`src/rtl/md_arbiter.sv`:
```
// md_arbiter: two-requester arbiter and sequencer for the shared HI/LO multiply/divide unit.
// Define MD_ARB_FIXED_PRIO_EN to make req0 win every tie instead of round-robin.
module md_arbiter #(
    parameter int MULT_CYCLES = 5,
    parameter int DIV_CYCLES  = 10,
    parameter int CNT_W       = 4
) (
    input  logic        clk,
    input  logic        reset,
    input  logic        req0_valid,
    input  logic [3:0]  req0_op,
    input  logic [31:0] req0_a,
    input  logic [31:0] req0_b,
    output logic        req0_ready,
    output logic        req0_done,
    input  logic        req1_valid,
    input  logic [3:0]  req1_op,
    input  logic [31:0] req1_a,
    input  logic [31:0] req1_b,
    output logic        req1_ready,
    output logic        req1_done,
    output logic [31:0] resp_data,
    output logic [3:0]  md_op,
    output logic [31:0] md_d1,
    output logic [31:0] md_d2,
    input  logic [31:0] md_do,
    input  logic        md_busy,
    output logic        busy
);
    typedef enum logic [1:0] {IDLE, ISSUE, WAIT, RESP} state_t;
    state_t state, state_nx;
    logic [CNT_W-1:0] cnt;
    logic [3:0] op;
    logic [31:0] a, b, rdata;
    logic owner, grant, gnt1, op_mul, op_div, op_mf, op_ok;

    assign op_mul = op == 4'd2 || op == 4'd3;
    assign op_div = op == 4'd4 || op == 4'd5;
    assign op_mf  = op == 4'd6 || op == 4'd7;
    assign op_ok  = op != 4'd1 && op < 4'd10;
    assign grant  = state == IDLE && (req0_valid || req1_valid);

`ifdef MD_ARB_FIXED_PRIO_EN
    assign gnt1 = req1_valid && !req0_valid;
`else
    logic last_grant;
    assign gnt1 = req1_valid && (!req0_valid || !last_grant);
    always_ff @(posedge clk or negedge reset)
        if (!reset) last_grant <= 1'b1;
        else if (grant) last_grant <= gnt1;
`endif

    always_comb begin
        state_nx   = state;
        req0_ready = 1'b0;
        req1_ready = 1'b0;
        md_op      = '0;
        md_d1      = '0;
        md_d2      = '0;
        unique case (state)
            IDLE: if (grant) begin
                state_nx   = ISSUE;
                req0_ready = !gnt1;
                req1_ready = gnt1;
            end
            ISSUE: begin
                md_op    = op_ok ? op : 4'd0;
                md_d1    = a;
                md_d2    = b;
                state_nx = (op_mul || op_div) ? WAIT : RESP;
            end
            WAIT: state_nx = (cnt == '0 && !md_busy) ? RESP : WAIT;
            RESP: state_nx = IDLE;
        endcase
    end

    always_ff @(posedge clk or negedge reset)
        if (!reset) begin
            state <= IDLE;
            cnt   <= '0;
            owner <= 1'b0;
            op    <= '0;
            a     <= '0;
            b     <= '0;
            rdata <= '0;
        end else begin
            state <= state_nx;
            if (grant) begin
                owner <= gnt1;
                op    <= gnt1 ? req1_op : req0_op;
                a     <= gnt1 ? req1_a : req0_a;
                b     <= gnt1 ? req1_b : req0_b;
            end
            // non-MF ops clear the capture so their done cycle reports 0
            if (state == ISSUE) begin
                cnt   <= op_mul ? CNT_W'(MULT_CYCLES) : op_div ? CNT_W'(DIV_CYCLES) : '0;
                rdata <= op_mf ? md_do : '0;
            end else if (state == WAIT && cnt != '0) begin
                cnt <= cnt - 1'b1;
            end
        end

    assign req0_done = state == RESP && !owner;
    assign req1_done = state == RESP && owner;
    assign busy      = state != IDLE;
    assign resp_data = rdata;
endmodule

```
`config.mk`:
```
export PLATFORM = sky130hd
export DESIGN_NAME = md_arbiter
export DESIGN_NICKNAME = d
export VERILOG_FILES = /design/src/rtl/md_arbiter.sv
export SDC_FILE = /design/constraint.sdc
export NUM_CORES = 1
export LEC_CHECK = 0
export ABC_AREA = 0
export ABC_CLOCK_PERIOD_IN_PS = 3900
export CELL_PAD_IN_SITES_DETAIL_PLACEMENT = 0
export CELL_PAD_IN_SITES_GLOBAL_PLACEMENT = 2
export CORE_MARGIN = 5
export CORE_UTILIZATION = 24
export DETAILED_ROUTE_END_ITERATION = 16
export PLACE_DENSITY = 0.88
export SYNTH_ARGS = -nofsm -noshare
export SYNTH_HDL_FRONTEND = slang
export SYNTH_SLANG_ARGS = --single-unit
```
`constraint.sdc`:
```
create_clock -name clk -period 3.9 [get_ports clk]
set_input_delay 0.78 -clock clk [delete_from_list [all_inputs] [get_ports clk]]
set_output_delay 0.78 -clock clk [all_outputs]
set_load 0.1 [all_outputs]
```
==> flow_summary.ini <==
[synthesis]
synth_xor_area_share_pct = 0.335
netlist_instances = 506
synth.most_common_cell = dfrtp_1
synth_top_area_share_pct = 51.2
synth-seq-area-share_pct = 51.7
ys_top_cells_by_area = dfrtp_1, a221o_1, and3_1
postSynthAreaPerCell_um2 = 10.3
synth_mux_area_share_pct = 0.191
synth_top_family_by_area = simple AND/OR/NAND/NOR gates
synth_area_mm2 = 0.00523
synth-compound-area-share_pct = 18.3
synthAdderAreaFrac_pct = 1.44
ys_types = 37
synth_area_leader_cell = dfrtp_1
synth-simple-area-share_pct = 20.7
synth_edf_count = 0
async_flop_share_pct = 100
synth.ff_latch_count = 108
synthesis.nets = 685
synth_ff_type = dfrtp_1
synthTopCellsByCount = dfrtp_1, and3_1, a221o_1
yosys_warnings = 0

[die]
dieWidth_um = 158
fp.dieArea_mm2 = 0.0248
row_count = 54
core_area_mm2 = 0.0216
fp.dieH_um = 158
ios = 278
initial_core_util_pct = 24.2

[route]
via_count = 4776
drtIter0Drc = 279
routedWlPerCell_um = 17.6
routed_wl_um = 18300
via_per_inst = 4.59
ant_nets = 0
drt_pass1_iterations = 4
drc_errors = 0

[worst_setup_path]
arrival_ns = 2.38
critPathMaxStageDelay_ns = 0.55
critical_path_class = flop to output pin
ff2ff_path_depth = 7
worst-path-buf-inv = 4
cp_max_fo = 63
cp_cell_sequence = inv_1 > ha_2 > buf_12 > nand3b_1 > inv_1 > buf_4
cp_slowest_cell = ha_2
start_kind = flop
endpoint_kind = output pin
crit_required_ns = 3.12
path_depth = 6
crit_top_cell = inv_1
crit_family = buffers and inverters

[finish]
num_antenna_cells = 0
drive_gt1_share_pct = 13.6
areaGrowthSynthToFinish_pct = 59.3
nets = 935
seqCellArea_mm2 = 0.00270
multiInputGateArea_mm2 = 0.00216
n_fill_cell = 2180

[grt]
antenna_found_initial = 1
track_usage_pct = 13.9
globalRoute.totalOverflow = 0
grt_max_degree = 71
grt_pass1_wl_um = 27400
grt_pass1_vias = 4787

[power_and_ir_drop]
design_power_total_uw = 7330
ir_drop_v = 0.000440
power_density_mw_per_mm2 = 880
p_leak_uw = 0.00384

[sta]
whs_ns = 0.462
grt_setup_unrepaired = no
slew_headroom_pct = 33.1
finalSetupViolCount = 0
final_hold_viol_count = 0
fin_tns_setup_ns = 0
worst_pin_slew_ns = 1.00
fin_crit_sh_pct = 80.9
finalClockSkew_ns = 0.0115
drv_slew = 0
min_period_ns = 3.16
fmax_mhz = 317

[clocking]
cts.clk_slew.worst_paths_ns = 0.08
clockBufferDepth = 2
post_cts_resized = 0
hold_buffers = 0
clock_latency_ns = 0.35
clockRootBuffer = clkbuf_16
cts_tree = yes
htree_levels = 3
cts_setup_buffers = 0
numCtsBuffers = 9
clock-sinks = 108

[place]
port_buffers = 277
place_hpwl_um = 12800
globalplace.congestion = 0.758

[hold_path]
hold_class = input pin to asynchronous set/reset pin

[run]
max_cap_viol_count = 0

[run_status]
outcome = completed
final timing paths:
path	from	end	slack (ns)
min reg2reg	b[4]$_DFFE_PN0N_	b[4]$_DFFE_PN0N_	0.51
max in group asynchronous	reset	last_grant$_DFFE_PN1N_	2.62
max	state[1]$_DFFE_PN0P_	md_op[1]	0.74
min	reset	a[28]$_DFFE_PN0N_	0.46
max reg2reg	state[1]$_DFFE_PN0P_	resp_data[17]$_DFFE_PN0P_	1.57
min in group clk	b[4]$_DFFE_PN0N_	b[4]$_DFFE_PN0N_	0.51
sequential cells by signal, indices dropped and copies added, names as in the netlist:
| signal | flops |
|---|---|
| a | 32 |
| b | 32 |
| resp_data | 32 |
| cnt | 4 |
| op | 4 |
| state | 2 |
| last_grant | 1 |
| owner | 1 |
report_power, final:
group	internal, µW	switching, µW
registers	1600	299
logic	1290	3280
clock network	434	436
total	3320	4010
per-layer routing:
metal  GRT usage (%)  vias up  wire [µm]
met5               0        -          7
met1            18.5     2259       7970
met4            4.22        2        320
li1                -     2293          -
met3            4.18       20       1600
met2            21.9      202       8410
logic make-up (layout without fill, tap and decap cells):
kind of cell | count (synthesis) | after routing
and+or+nand+nor | 186 | 186
AOI/OAI and AO/OA | 117 | 117
DFF | 108 | 108
buffers and inverters | 86 | 340
adders and majority gates | 6 | 6
xor gates and xnor gates | 2 | 2
muxes | 1 | 1
layout make-up:
class	count	share of cell area [%]
Tap cell	280	4.21
Clock inverter	5	0.451
Inverter	40	1.80
Timing Repair Buffer	285	32.4
Sequential cell	108	32.5
Multi-Input combinational cell	312	26.0
Clock buffer	10	2.75
cells in the final DEF, fill, tap and decap left out, types with 2 or more instances in the layout:
cell	count
and3_1	70
a221o_1	68
nand2_1	34
o21ai_0	27
clkbuf_16	9
xnor2_1	2
and2_1	66
clkdlybuf4s50_1	203
clkinvlp_4	2
ha_1	5
o21ai_1	7
nor2b_1	2
buf_4	78
dfrtp_1	107
inv_1	40
a21oi_1	2
nor2_1	4
a31oi_1	2
buf_12	4
a21o_1	2
o22ai_1	3
nand3b_1	2
per-stage QoR:
step / cells / cell area (µm²) / setup slack (ns) / utilization, %
2_1_floorplan: 506 / 5230 / 1.12 / -
3_5_place_dp: 1025 / 8060 / 1.11 / 37.3
5_1_grt: 1040 / 8330 / 0.567 / 38.5
6_report: 1040 / 8330 / 0.745 / 38.5
3_3_place_gp: 1025 / 8060 / 1.13 / 37.3
4_1_cts: 1040 / 8330 / 0.701 / 38.5
(Power assumes the default switching activity.)
